$ cat src/rtl/cpu_control_pkg.sv
// Shared decode constants for the single-cycle RV32I-subset core:
// opcode fields, ALU operation codes, immediate formats and write-back sources.
package cpu_defs;

    localparam logic [4:0] OP_R      = 5'b01100;
    localparam logic [4:0] OP_I      = 5'b00100;
    localparam logic [4:0] OP_LOAD   = 5'b00000;
    localparam logic [4:0] OP_STORE  = 5'b01000;
    localparam logic [4:0] OP_BRANCH = 5'b11000;
    localparam logic [4:0] OP_JAL    = 5'b11011;
    localparam logic [4:0] OP_LUI    = 5'b01101;

    localparam logic [2:0] ALU_AND = 3'b000;
    localparam logic [2:0] ALU_OR  = 3'b001;
    localparam logic [2:0] ALU_ADD = 3'b010;
    localparam logic [2:0] ALU_SUB = 3'b110;
    localparam logic [2:0] ALU_SLT = 3'b111;
    localparam logic [2:0] ALU_XOR = 3'b011;
    localparam logic [2:0] ALU_SRL = 3'b101;

    localparam logic [1:0] IMM_I = 2'b00;
    localparam logic [1:0] IMM_S = 2'b01;
    localparam logic [1:0] IMM_B = 2'b10;
    localparam logic [1:0] IMM_J = 2'b11;

    localparam logic [1:0] WB_ALU  = 2'b00;
    localparam logic [1:0] WB_MEM  = 2'b01;
    localparam logic [1:0] WB_PC4  = 2'b10;
    localparam logic [1:0] WB_UIMM = 2'b11;

    // How the ALU operation is chosen for an instruction class.
    typedef enum logic [1:0] {
        ALU_CLS_ADD,
        ALU_CLS_SUB,
        ALU_CLS_R,
        ALU_CLS_I
    } alu_class_t;

endpackage

$ cat src/rtl/cpu_control_alu_decoder.sv
// ALU operation decoder: maps instruction class plus funct3/funct7[5] to an
// ALU_Control code and flags funct combinations the core does not implement.
module alu_decoder
    import cpu_defs::*;
(
    input  alu_class_t op_class,
    input  logic [2:0] fun3,
    input  logic       fun7,
    output logic [2:0] alu_control,
    output logic       funct_illegal
);

    always_comb begin
        alu_control   = ALU_ADD;
        funct_illegal = 1'b0;
        unique case (op_class)
            ALU_CLS_ADD: alu_control = ALU_ADD;
            ALU_CLS_SUB: alu_control = ALU_SUB;
            ALU_CLS_R: begin
                case ({fun7, fun3})
                    4'b0000: alu_control = ALU_ADD;
                    4'b1000: alu_control = ALU_SUB;
                    4'b0111: alu_control = ALU_AND;
                    4'b0110: alu_control = ALU_OR;
                    4'b0100: alu_control = ALU_XOR;
                    4'b0010: alu_control = ALU_SLT;
                    4'b0101: alu_control = ALU_SRL;
                    default: funct_illegal = 1'b1;
                endcase
            end
            ALU_CLS_I: begin
                // Fun7 is an immediate bit here except for shifts, where it selects SRA.
                case (fun3)
                    3'b000:  alu_control = ALU_ADD;
                    3'b111:  alu_control = ALU_AND;
                    3'b110:  alu_control = ALU_OR;
                    3'b100:  alu_control = ALU_XOR;
                    3'b010:  alu_control = ALU_SLT;
                    3'b101: begin
                        if (!fun7) alu_control = ALU_SRL;
                        else       funct_illegal = 1'b1;
                    end
                    default: funct_illegal = 1'b1;
                endcase
            end
            default: funct_illegal = 1'b1;
        endcase
        if (funct_illegal) alu_control = ALU_ADD;
    end

endmodule

$ cat src/rtl/cpu_control.sv
// Main control decoder of the single-cycle core: combinational datapath
// selects and enables, plus a sticky registered illegal-instruction flag.
module cpu_control
    import cpu_defs::*;
(
    input  logic       clk,
    input  logic       rst,
    input  logic [4:0] OPcode,
    input  logic [2:0] Fun3,
    input  logic       Fun7,
    input  logic       MIO_ready,
    output logic [1:0] ImmSel,
    output logic       ALUSrc_B,
    output logic [1:0] MemtoReg,
    output logic       Jump,
    output logic       Branch,
    output logic       InverseBranch,
    output logic       RegWrite,
    output logic       MemRW,
    output logic [2:0] ALU_Control,
    output logic       CPU_MIO,
    output logic       ill_inst
);

    alu_class_t op_class;
    logic [2:0] alu_dec;
    logic       funct_illegal;
    logic       op_illegal;
    logic       illegal;

    logic [1:0] imm_sel_d;
    logic       alu_src_b_d;
    logic [1:0] mem_to_reg_d;
    logic       jump_d;
    logic       branch_d;
    logic       inv_branch_d;
    logic       reg_write_d;
    logic       mem_rw_d;
    logic       cpu_mio_d;

    // MIO_ready is reserved for a future stalling memory interface.
    logic unused_mio_ready;
    assign unused_mio_ready = MIO_ready;

    always_comb begin
        case (OPcode)
            OP_R:      op_class = ALU_CLS_R;
            OP_I:      op_class = ALU_CLS_I;
            OP_BRANCH: op_class = ALU_CLS_SUB;
            default:   op_class = ALU_CLS_ADD;
        endcase
    end

    alu_decoder u_alu_decoder (
        .op_class      (op_class),
        .fun3          (Fun3),
        .fun7          (Fun7),
        .alu_control   (alu_dec),
        .funct_illegal (funct_illegal)
    );

    always_comb begin
        imm_sel_d    = IMM_I;
        alu_src_b_d  = 1'b0;
        mem_to_reg_d = WB_ALU;
        jump_d       = 1'b0;
        branch_d     = 1'b0;
        inv_branch_d = 1'b0;
        reg_write_d  = 1'b0;
        mem_rw_d     = 1'b0;
        cpu_mio_d    = 1'b0;
        op_illegal   = 1'b0;
        case (OPcode)
            OP_R: begin
                reg_write_d = 1'b1;
            end
            OP_I: begin
                alu_src_b_d = 1'b1;
                reg_write_d = 1'b1;
            end
            OP_LOAD: begin
                if (Fun3 == 3'b010) begin
                    alu_src_b_d  = 1'b1;
                    mem_to_reg_d = WB_MEM;
                    reg_write_d  = 1'b1;
                    cpu_mio_d    = 1'b1;
                end else begin
                    op_illegal = 1'b1;
                end
            end
            OP_STORE: begin
                if (Fun3 == 3'b010) begin
                    imm_sel_d   = IMM_S;
                    alu_src_b_d = 1'b1;
                    mem_rw_d    = 1'b1;
                    cpu_mio_d   = 1'b1;
                end else begin
                    op_illegal = 1'b1;
                end
            end
            OP_BRANCH: begin
                if (Fun3 == 3'b000 || Fun3 == 3'b001) begin
                    imm_sel_d    = IMM_B;
                    branch_d     = 1'b1;
                    inv_branch_d = Fun3[0];
                end else begin
                    op_illegal = 1'b1;
                end
            end
            OP_JAL: begin
                imm_sel_d    = IMM_J;
                jump_d       = 1'b1;
                mem_to_reg_d = WB_PC4;
                reg_write_d  = 1'b1;
            end
            OP_LUI: begin
                mem_to_reg_d = WB_UIMM;
                reg_write_d  = 1'b1;
            end
            default: op_illegal = 1'b1;
        endcase
    end

    assign illegal = op_illegal | funct_illegal;

    // An illegal encoding collapses every output to its default so it runs as a NOP.
    always_comb begin
        ImmSel        = illegal ? IMM_I   : imm_sel_d;
        ALUSrc_B      = illegal ? 1'b0    : alu_src_b_d;
        MemtoReg      = illegal ? WB_ALU  : mem_to_reg_d;
        Jump          = illegal ? 1'b0    : jump_d;
        Branch        = illegal ? 1'b0    : branch_d;
        InverseBranch = illegal ? 1'b0    : inv_branch_d;
        RegWrite      = illegal ? 1'b0    : reg_write_d;
        MemRW         = illegal ? 1'b0    : mem_rw_d;
        CPU_MIO       = illegal ? 1'b0    : cpu_mio_d;
        ALU_Control   = illegal ? ALU_ADD : alu_dec;
    end

    always_ff @(posedge clk) begin
        if (rst) begin
            ill_inst <= '0;
        end else if (illegal) begin
            ill_inst <= 1'b1;
        end
    end

endmodule

$ cat config.mk
export PLATFORM = sky130hd
export DESIGN_NAME = cpu_control
export DESIGN_NICKNAME = d
export VERILOG_FILES = /design/src/rtl/cpu_control_pkg.sv /design/src/rtl/cpu_control_alu_decoder.sv /design/src/rtl/cpu_control.sv
export SDC_FILE = /design/constraint.sdc
export NUM_CORES = 1
export LEC_CHECK = 0
export ABC_AREA = 0
export BUFFER_PORTS_ARGS = -buffer_cell sky130_fd_sc_hd__buf_2
export CAP_MARGIN = 40
export CORE_AREA = 2 2 39 41
export CTS_CLUSTER_DIAMETER = 200
export CTS_CLUSTER_SIZE = 30
export DETAILED_ROUTE_END_ITERATION = 10
export DIE_AREA = 0 0 41 43
export GPL_TIMING_DRIVEN = 0
export PLACE_DENSITY = 0.71
export SYNTH_ARGS = -nofsm -noshare
export SYNTH_HDL_FRONTEND = slang
export SYNTH_SLANG_ARGS = --single-unit
$ cat constraint.sdc
create_clock -name clk -period 2.2 [get_ports clk]
set_input_delay 0.11 -clock clk [delete_from_list [all_inputs] [get_ports clk]]
set_output_delay 0.11 -clock clk [all_outputs]
set_load 0.01 [all_outputs]
==> flow_summary.json, run 1 <==
{
  "outcome": "completed",
  "viasPerCell": 5.37,
  "start_util": 0.277,
  "crit_chain": "buf_2 -> nor3_1 -> o21ai_0 -> o211ai_1 -> a21boi_0 -> buf_2",
  "max-slew-margin-rel": 0.696,
  "grt_max_degree": 11,
  "drt-total-wl_um": 1090,
  "dp_hpwl_um": 878,
  "setup_tns_ns": 0,
  "r2r_cells": 2,
  "finalInstanceArea_um2": 523,
  "syn_avg_cell_area_um2": 6.28,
  "areaGrowthSynthToFinish_pct": 36.6,
  "ys_warn_count": 0,
  "leakage_uw": 0.000254,
  "synth_top_cell_area_share": 0.0654,
  "die_h_um": 43,
  "place_ws_ns": 0.679,
  "critPathLaunchType": "input port",
  "diodes": 0,
  "r2r_slack_ns": 1.61,
  "ios": 27,
  "crit_path_end_kind": "output pin",
  "dieArea_mm2": 0.00176,
  "drv_cap": 0,
  "worstPathRequired_ns": 2.09,
  "whs_ns": 0.271,
  "grt-ovfl-total": 0,
  "postCtsSetupBuffers": 0,
  "crit_path_max_incr_delay_ns": 0.39,
  "regMostFlops": "ill_inst",
  "firstDrtPassIters": 4,
  "post_drt_wl_per_cell_um": 10.8,
  "clock-skew-final_ns": 0,
  "post_dp_cell_area_um2": 523,
  "rsz0062_at_grt": "no",
  "instances_no_fill": 101,
  "arrival_ns": 1.42,
  "slowest_stage": "nor3_1",
  "power_per_cell_area_mw_per_mm2": 170,
  "grt_pass1_vias": 443,
  "clk_latency_ns": 0,
  "timing.fmax_mhz": 653,
  "syn_nets": 73,
  "syn_area_um2": 383,
  "ys_ff_latch": 1,
  "slew_violations": 0,
  "top_regs": "ill_inst x1",
  "synth_largest_area_cell": "nor3_1",
  "postCtsResizedCells": 0,
  "hold_class": "in -> reg",
  "dp_cells": 101,
  "drtIter0Drc": 13,
  "reg2reg_from": "ill_inst$_SDFFE_PP0P_",
  "setup_ws_ns": 0.668,
  "grt_usage": 0.138,
  "antenna_found_initial": 0,
  "final.min_clock_period_ns": 1.53,
  "fp.dieW_um": 41,
  "worstReg2RegEnd": "ill_inst$_SDFFE_PP0P_",
  "synth_area_leaders": "nor3_1, o21ai_0, a211oi_1",
  "num_rows": 14,
  "yosysSeqAreaShare": 0.0523,
  "critPathMaxFanout": 9,
  "largest_reg_flops": 1,
  "setup_violations": 0,
  "layout_worst_path_cycle_share": 0.696,
  "nNetsFinal": 99,
  "postSynthCellCount": 61,
  "min_from": "rst",
  "finalHoldViolations": 0,
  "final_layout_size_suffix_gt1_frac": 0.353,
  "crit_top_cell": "buf_2",
  "startpoint": "OPcode[1]",
  "ant_nets": 0,
  "critPathKind": "in -> out",
  "drcViolationCount": 0,
  "cts.reportedPaths.clkPinSlew_ns": 0,
  "port_buffers": 24,
  "ctsHoldBuffers": 0,
  "grt_first_pass_wirelength_um": 1840,
  "max_slew.worst_pin.slew_ns": 0.456,
  "gp_congestion": 0.894,
  "vias": 542,
  "core_region_area_mm2": 0.00138,
  "ys_types": 29,
  "cp-endpoint": "RegWrite",
  "vdd_drop_max_mv": 0.114
}
power by group:
part | leakage [uW] | switching, uW | internal [uW]
clock | 0 | 0 | 0
sequential | 0.00000843 | 0.629 | 20.1
combinational | 0.000245 | 40.5 | 27.8
total | 0.000254 | 41.2 | 47.9
placed cells by master (no fill, tap or decap), drive strengths merged, types with 2 or more instances in the layout:
cell type,instances
or2,3
nand2,3
buf,25
nor3,5
nor2b,2
a21oi,4
nand3b,2
nor2,6
nor4b,2
a21boi,3
o21ai,5
nor4,3
clkbuf,3
and2,2
inv,2
a211oi,3
nand4,2
final cells by class:
cell class,count,area [um2]
Buffer,4,16.3
Fill cell,165,861
Inverter,2,7.51
Multi-Input combinational cell,54,339
Sequential cell,1,20.0
Tap cell,16,20.0
Timing Repair Buffer,24,120
cells in the mapped netlist:
cell,instances
dfxtp_1,1
a21oi_1,4
nor4_1,3
mux2i_1,1
nand4_1,2
nand2_1,3
or2b_1,1
inv_1,2
nand3_1,1
o211ai_1,1
or2_2,2
nor2_1,6
nor4b_1,2
nor3_1,5
nor2b_1,2
and3_1,1
a21boi_0,3
nor3b_4,1
and2_4,1
buf_2,1
or2_1,1
nand3b_1,2
o21a_1,1
and2_1,1
o21ai_0,5
or3b_4,1
nand2b_1,1
clkbuf_1,3
a211oi_1,3
stage by stage:
stage                      util  total power (uW)
after floorplan               -              61.2
after global placement    0.378              87.3
after detailed placement  0.378              88.8
after CTS                 0.378              89.1
after global routing      0.378              98.6
final                     0.378              89.0
worst min path at each step:
| stage | to | slack, ns | depth (start not counted) |
|---|---|---|---|
| final | ill_inst$_SDFFE_PP0P_ | 0.27 | 2 |
| after CTS | ill_inst$_SDFFE_PP0P_ | 0.27 | 2 |
| after global routing | ill_inst$_SDFFE_PP0P_ | 0.28 | 2 |
| after global placement | ill_inst$_SDFFE_PP0P_ | 0.26 | 2 |
| after detailed placement | ill_inst$_SDFFE_PP0P_ | 0.27 | 2 |
| after floorplan | ill_inst$_SDFFE_PP0P_ | 0.18 | 1 |
kinds of logic (layout without fill, tap and decap cells):
| logic type | after synthesis | after routing | synth area share |
|---|---|---|---|
| buffers and inverters | 6 | 30 | 0.0621 |
| AOI/OAI and AO/OA | 17 | 17 | 0.275 |
| DFF | 1 | 1 | 0.0523 |
| muxes | 1 | 1 | 0.0261 |
| and+or+nand+nor | 36 | 36 | 0.585 |
per-layer routing:
| layer | vias up | share of wire | GRT usage |
|---|---|---|---|
| met3 | 0 | 0.075 | 0.00524 |
| met2 | 23 | 0.48 | 0.216 |
| met5 | - | 0 | 0 |
| li1 | 275 | - | - |
| met4 | 0 | 0 | 0.0133 |
| met1 | 244 | 0.44 | 0.210 |
critical path, delay by kind of cell:
family | cells | cell delay [ns]
compound gates | 3 | 0.61
buf+inv | 2 | 0.32
simple gates | 1 | 0.39
No activity file was read; power rests on OpenSTA's default activity.
==> inputs of run 2 (changes only) <==
Settings changed: ABC_AREA 0 to 1, CORE_AREA 2 2 39 41 to default, CORE_UTILIZATION from default to 30, DIE_AREA 0 0 41 43 to default, PLACE_DENSITY 0.71 to 0.73.
Clock period 2.2 ns to 1.3 ns, I/O delays scaled along.
==> run 2 against run 1 <==
Against the previous run:
- cell area rose by 10%
- sequential share of layout area decreased by 0.36 points
- largest power group unchanged
- first-iteration DRC count increased by 54%
- register-to-register slack got worse by 0.92 ns
- combinational power increased by 80%
- highest routed layer unchanged
- critical path depth increased by 4
- setup slack got worse by 0.53 ns
- sequential cell count did not move
- critical endpoint unchanged
==> flow_summary.json, run 2 <==
{
  "outcome": "completed",
  "internal_power_uw": 76.6,
  "async_reset_ff_frac": 0,
  "share_clk_of_total_power": 0,
  "firstDrtPassIters": 4,
  "gp_congestion": 0.772,
  "drv_cap": 0,
  "max-slew-margin-rel": 0.810,
  "drt-total-wl_um": 1150,
  "drcViolationCount": 0,
  "setup_tns_ns": 0,
  "clock-skew-final_ns": 0,
  "syn_avg_cell_area_um2": 5.15,
  "ios": 27,
  "areaGrowthSynthToFinish_pct": 33.2,
  "grt_first_pass_wirelength_um": 1860,
  "setup_violations": 0,
  "fill_cells": 147,
  "syn_area_um2": 433,
  "switching_share": 0.514,
  "yosysSeqAreaShare": 0.0462,
  "clk_latency_ns": 0,
  "layout_worst_path_cycle_share": 0.890,
  "antenna_found_initial": 0,
  "top_regs": "ill_inst x1",
  "hold_depth": 4,
  "dp_hpwl_um": 989,
  "slew_violations": 0,
  "ant_nets": 0,
  "worstReg2RegEnd": "ill_inst$_SDFFE_PP0P_",
  "grt-ovfl-total": 0,
  "critPathLaunchType": "input port",
  "crit_path_end_kind": "output pin",
  "grt_pass1_vias": 482,
  "power_frac_seq": 0.222,
  "rsz0062_at_grt": "no",
  "postCtsSetupBuffers": 0,
  "min_from": "rst",
  "nNetsFinal": 123,
  "critPathKind": "in -> out",
  "port_buffers": 25,
  "reg2reg_from": "ill_inst$_SDFFE_PP0P_",
  "ys_types": 17,
  "postSynthCellCount": 84,
  "finalHoldViolations": 0,
  "crit_path_max_incr_delay_ns": 0.22,
  "cts.reportedPaths.clkPinSlew_ns": 0,
  "place_ws_ns": 0.148,
  "ctsHoldBuffers": 0,
  "synth_edf_count": 0,
  "layout_common_cells": "nand2_1, buf_2, inv_1",
  "synth_top_cell_area_share": 0.217,
  "yosysMostFrequentCell": "nand2_1",
  "post_drt_wl_per_cell_um": 9.23,
  "r2r_slack_ns": 0.69,
  "arrival_ns": 1.09,
  "yosys-top-cells-count": "nand2_1, inv_1, nor2_2",
  "postCtsResizedCells": 0,
  "timing.fmax_mhz": 864,
  "ys_warn_count": 0,
  "crit_chain": "buf_2 -> nor2_2 -> nand2_1 -> nor2_2 -> nand2_1 -> nand2_1 -> nor2_2 -> nand2_2 -> a21oi_2 -> buf_2",
  "fp.dieW_um": 40.0,
  "viasPerCell": 4.69,
  "num_rows": 13,
  "setup_ws_ns": 0.142,
  "regArea_um2": 20.0,
  "grt_usage": 0.160,
  "drtIter0Drc": 20,
  "max_slew.worst_pin.slew_ns": 0.281,
  "worstPathRequired_ns": 1.24,
  "power_per_cell_area_mw_per_mm2": 273,
  "ys_ff_latch": 1,
  "whs_endpoint": "ill_inst$_SDFFE_PP0P_",
  "r2r_cells": 4,
  "critPathMaxFanout": 4,
  "final_layout_size_suffix_gt1_frac": 0.431,
  "core_region_area_mm2": 0.00132,
  "grt_max_degree": 7,
  "leakage_uw": 0.000355,
  "vias": 582,
  "final.min_clock_period_ns": 1.16,
  "die_h_um": 40.0,
  "p_switching_uw": 81.0,
  "diodes": 0,
  "start_util": 0.329,
  "regMostFlops": "ill_inst",
  "synthFlopType": "dfxtp_1",
  "slowest_stage": "nor2_2",
  "syn_nets": 96,
  "vdd_drop_max_mv": 0.197,
  "power_frac_comb": 0.778,
  "largest_reg_flops": 1,
  "synth_largest_area_cell": "nand2_1",
  "synth_area_leaders": "nand2_1, nor2_2, inv_1",
  "dieArea_mm2": 0.00160,
  "hold_class": "in -> reg",
  "multiInputGateArea_um2": 353
}
run 2: cell types whose count changed after synthesis, moves of 5 or more:
cell     change
inv_1        +9
nor3_1       -5
inv_2        +5
nand2_1     +22
nor2_2      +10
run 2: worst max-delay path by stage:
stage | start | end | slack (ns) | cells past startpoint
floorplan | Fun3[1] | ImmSel[0] | 0.38 | 6
global placement | OPcode[1] | ALUSrc_B | 0.16 | 10
detailed placement | OPcode[1] | ALUSrc_B | 0.15 | 10
CTS | OPcode[1] | ALU_Control[2] | 0.15 | 10
global route | OPcode[1] | ALUSrc_B | 0.05 | 10
finish | OPcode[1] | RegWrite | 0.14 | 10
run 2: stage by stage:
step	instances	hold slack (ns)	power [uW]	instance area, um2	utilization
6_report	124	0.302	158	577	0.438
5_1_grt	124	0.323	173	577	0.438
4_1_cts	124	0.305	158	577	0.438
3_5_place_dp	124	0.304	157	577	0.438
3_3_place_gp	124	0.292	155	577	0.438
2_1_floorplan	84	0.200	110	433	-
run 2: cell type report:
class                           count  area share
Inverter                           16       0.104
Multi-Input combinational cell     67       0.612
Sequential cell                     1      0.0347
Tap cell                           15      0.0325
Timing Repair Buffer               25       0.217
run 2: routing by layer:
| layer | share of wire | routed length (um) | GRT usage |
|---|---|---|---|
| met1 | 0.47 | 534 | 0.203 |
| met2 | 0.48 | 554 | 0.315 |
| met3 | 0.049 | 56 | 0 |
| met4 | 0 | 0 | 0 |
| met5 | 0 | 0 | 0 |
run 2: kinds of logic (layout without fill, tap and decap cells):
family                 count (synthesis)  in the layout  share of synthesized area
flip-flops                             1              1                     0.0462
AND/OR/NAND/NOR                       56             56                      0.673
AO/OA/AOI/OAI                         11             11                      0.142
buffers and inverters                 16             41                      0.139
run 2: worst max-delay path, delay by kind of cell:
| family | cells | cell delay [ns] |
|---|---|---|
| AO/OA/AOI/OAI | 1 | 0.04 |
| buffers and inverters | 2 | 0.26 |
| AND/OR/NAND/NOR | 7 | 0.74 |
run 2: power groups by stage:
stage | sequential, uW | combinational, uW | clock [uW]
2_1_floorplan | 36.1 | 73.8 | 0
3_3_place_gp | 34.7 | 120 | 0
3_5_place_dp | 35.0 | 122 | 0
4_1_cts | 35.1 | 123 | 0
5_1_grt | 35.1 | 138 | 0
6_report | 35.0 | 123 | 0
==> inputs of run 3 (changes only) <==
Settings changed: CAP_MARGIN 40 to default, CORE_AREA from default to 2 2 39 41, CORE_UTILIZATION 30 to default, DIE_AREA from default to 0 0 41 43, PLACE_DENSITY 0.73 to 0.67.
==> run 3 against run 2 <==
Against the previous run:
- cell area increased by 0.22%
- maximum frequency is 0.34% higher
- combinational power about the same
- setup slack better by 0.0039 ns
- sequential share of layout area is essentially flat
- cell count up 0.81%
- routed wire length down 3.3%
- largest cell class unchanged
- register-to-register slack is essentially flat
- sequential power is essentially flat
==> flow_summary.json, run 3 (synthesis results as in run 2) <==
{
  "antenna_found_initial": 0,
  "max-slew-margin-rel": 0.816,
  "vias": 582,
  "rsz0062_at_grt": "no",
  "critPathKind": "in -> out",
  "drv_cap": 0,
  "largest_reg_flops": 1,
  "share_clk_of_total_power": 0,
  "drtIter0Drc": 6,
  "ant_nets": 0,
  "gp_congestion": 0.754,
  "dp_hpwl_um": 979,
  "firstDrtPassIters": 4,
  "postCtsSetupBuffers": 0,
  "critPathLaunchType": "input port",
  "grt_first_pass_wirelength_um": 1730,
  "arrival_ns": 1.09,
  "drt-total-wl_um": 1110,
  "finalHoldViolations": 0,
  "whs_endpoint": "ill_inst$_SDFFE_PP0P_",
  "postCtsResizedCells": 0,
  "dieArea_mm2": 0.00176,
  "power_frac_seq": 0.221,
  "post_drt_wl_per_cell_um": 8.86,
  "layout_common_cells": "nand2_1, buf_2, inv_1",
  "max_slew.worst_pin.slew_ns": 0.272,
  "cts.reportedPaths.clkPinSlew_ns": 0,
  "crit_path_end_kind": "output pin",
  "ctsHoldBuffers": 0,
  "outcome": "completed",
  "whs_ns": 0.296,
  "port_buffers": 25,
  "nNetsFinal": 123,
  "areaGrowthSynthToFinish_pct": 33.5,
  "setup_violations": 0,
  "instances_no_fill": 125,
  "slew_violations": 0,
  "grt_max_degree": 7,
  "final_layout_size_suffix_gt1_frac": 0.431,
  "p_switching_uw": 80.2,
  "leakage_uw": 0.000355,
  "hold_class": "in -> reg",
  "power.total_uw": 157,
  "diodes": 0,
  "internal_power_uw": 76.6,
  "min_from": "rst",
  "top_regs": "ill_inst x1",
  "vdd_drop_max_mv": 0.168,
  "die_h_um": 43,
  "viasPerCell": 4.66,
  "switching_share": 0.511,
  "grt_usage": 0.132,
  "fp.dieW_um": 41,
  "grt_pass1_vias": 452,
  "timing.fmax_mhz": 867,
  "num_rows": 14,
  "hold_depth": 4,
  "power_per_cell_area_mw_per_mm2": 271,
  "grt-ovfl-total": 0,
  "r2r_slack_ns": 0.70,
  "clk_latency_ns": 0,
  "worstPathRequired_ns": 1.24,
  "dp_cells": 125,
  "setup_tns_ns": 0,
  "start_util": 0.313,
  "worstReg2RegEnd": "ill_inst$_SDFFE_PP0P_",
  "final.min_clock_period_ns": 1.15,
  "clock-skew-final_ns": 0,
  "r2r_cells": 4,
  "power_frac_comb": 0.779,
  "critPathMaxFanout": 5,
  "drcViolationCount": 0,
  "core_region_area_mm2": 0.00138,
  "layout_worst_path_cycle_share": 0.887,
  "reg2reg_from": "ill_inst$_SDFFE_PP0P_",
  "regMostFlops": "ill_inst",
  "ios": 27,
  "fill_cells": 171
}
run 3: worst max-delay path by stage:
| stage | start | to | slack (ns) | depth (start not counted) |
|---|---|---|---|---|
| 3_3_place_gp | OPcode[1] | ALUSrc_B | 0.17 | 10 |
| 4_1_cts | OPcode[1] | ALUSrc_B | 0.15 | 10 |
| 2_1_floorplan | Fun3[1] | ImmSel[0] | 0.38 | 6 |
| 5_1_grt | OPcode[1] | ALUSrc_B | 0.04 | 10 |
| 6_report | Fun3[1] | RegWrite | 0.15 | 10 |
| 3_5_place_dp | OPcode[1] | ALUSrc_B | 0.15 | 10 |
run 3: stage by stage:
stage	setup WS [ns]	area, um2	util
floorplan	0.380	433	-
global placement	0.167	578	0.418
detailed placement	0.153	578	0.418
CTS	0.155	578	0.418
global route	0.0445	578	0.418
finish	0.146	578	0.418
run 3: layer usage:
layer | vias to the layer above | share of wire | global-route usage
met5 | - | 0 | 0
met2 | 17 | 0.50 | 0.244
li1 | 318 | - | -
met1 | 247 | 0.44 | 0.168
met3 | 0 | 0.056 | 0.00524
met4 | 0 | 0 | 0
run 3: power by group through the flow:
stage | sequential (uW) | combinational [uW] | clock [uW]
floorplan | 36.1 | 73.8 | 0
global placement | 34.6 | 120 | 0
detailed placement | 34.7 | 122 | 0
CTS | 34.7 | 122 | 0
global route | 34.9 | 138 | 0
finish | 34.7 | 122 | 0
run 3: cell type report:
type	instances	area, um2	area share
tap	16	20.0	0.0346
sequential	1	20.0	0.0346
timing repair buffer	25	125	0.216
multi-input combinational	67	353	0.610
inverter	16	60.1	0.104
run 3: worst max-delay path: stages:
cell and delay [ns]:
buf_2 0.11, inv_2 0.06, nor2_2 0.11, nand2_1 0.13, nand2_1 0.09, nand2_1 0.06, nor2_2 0.14, nand2_2 0.09
a21oi_2 0.09, buf_2 0.13
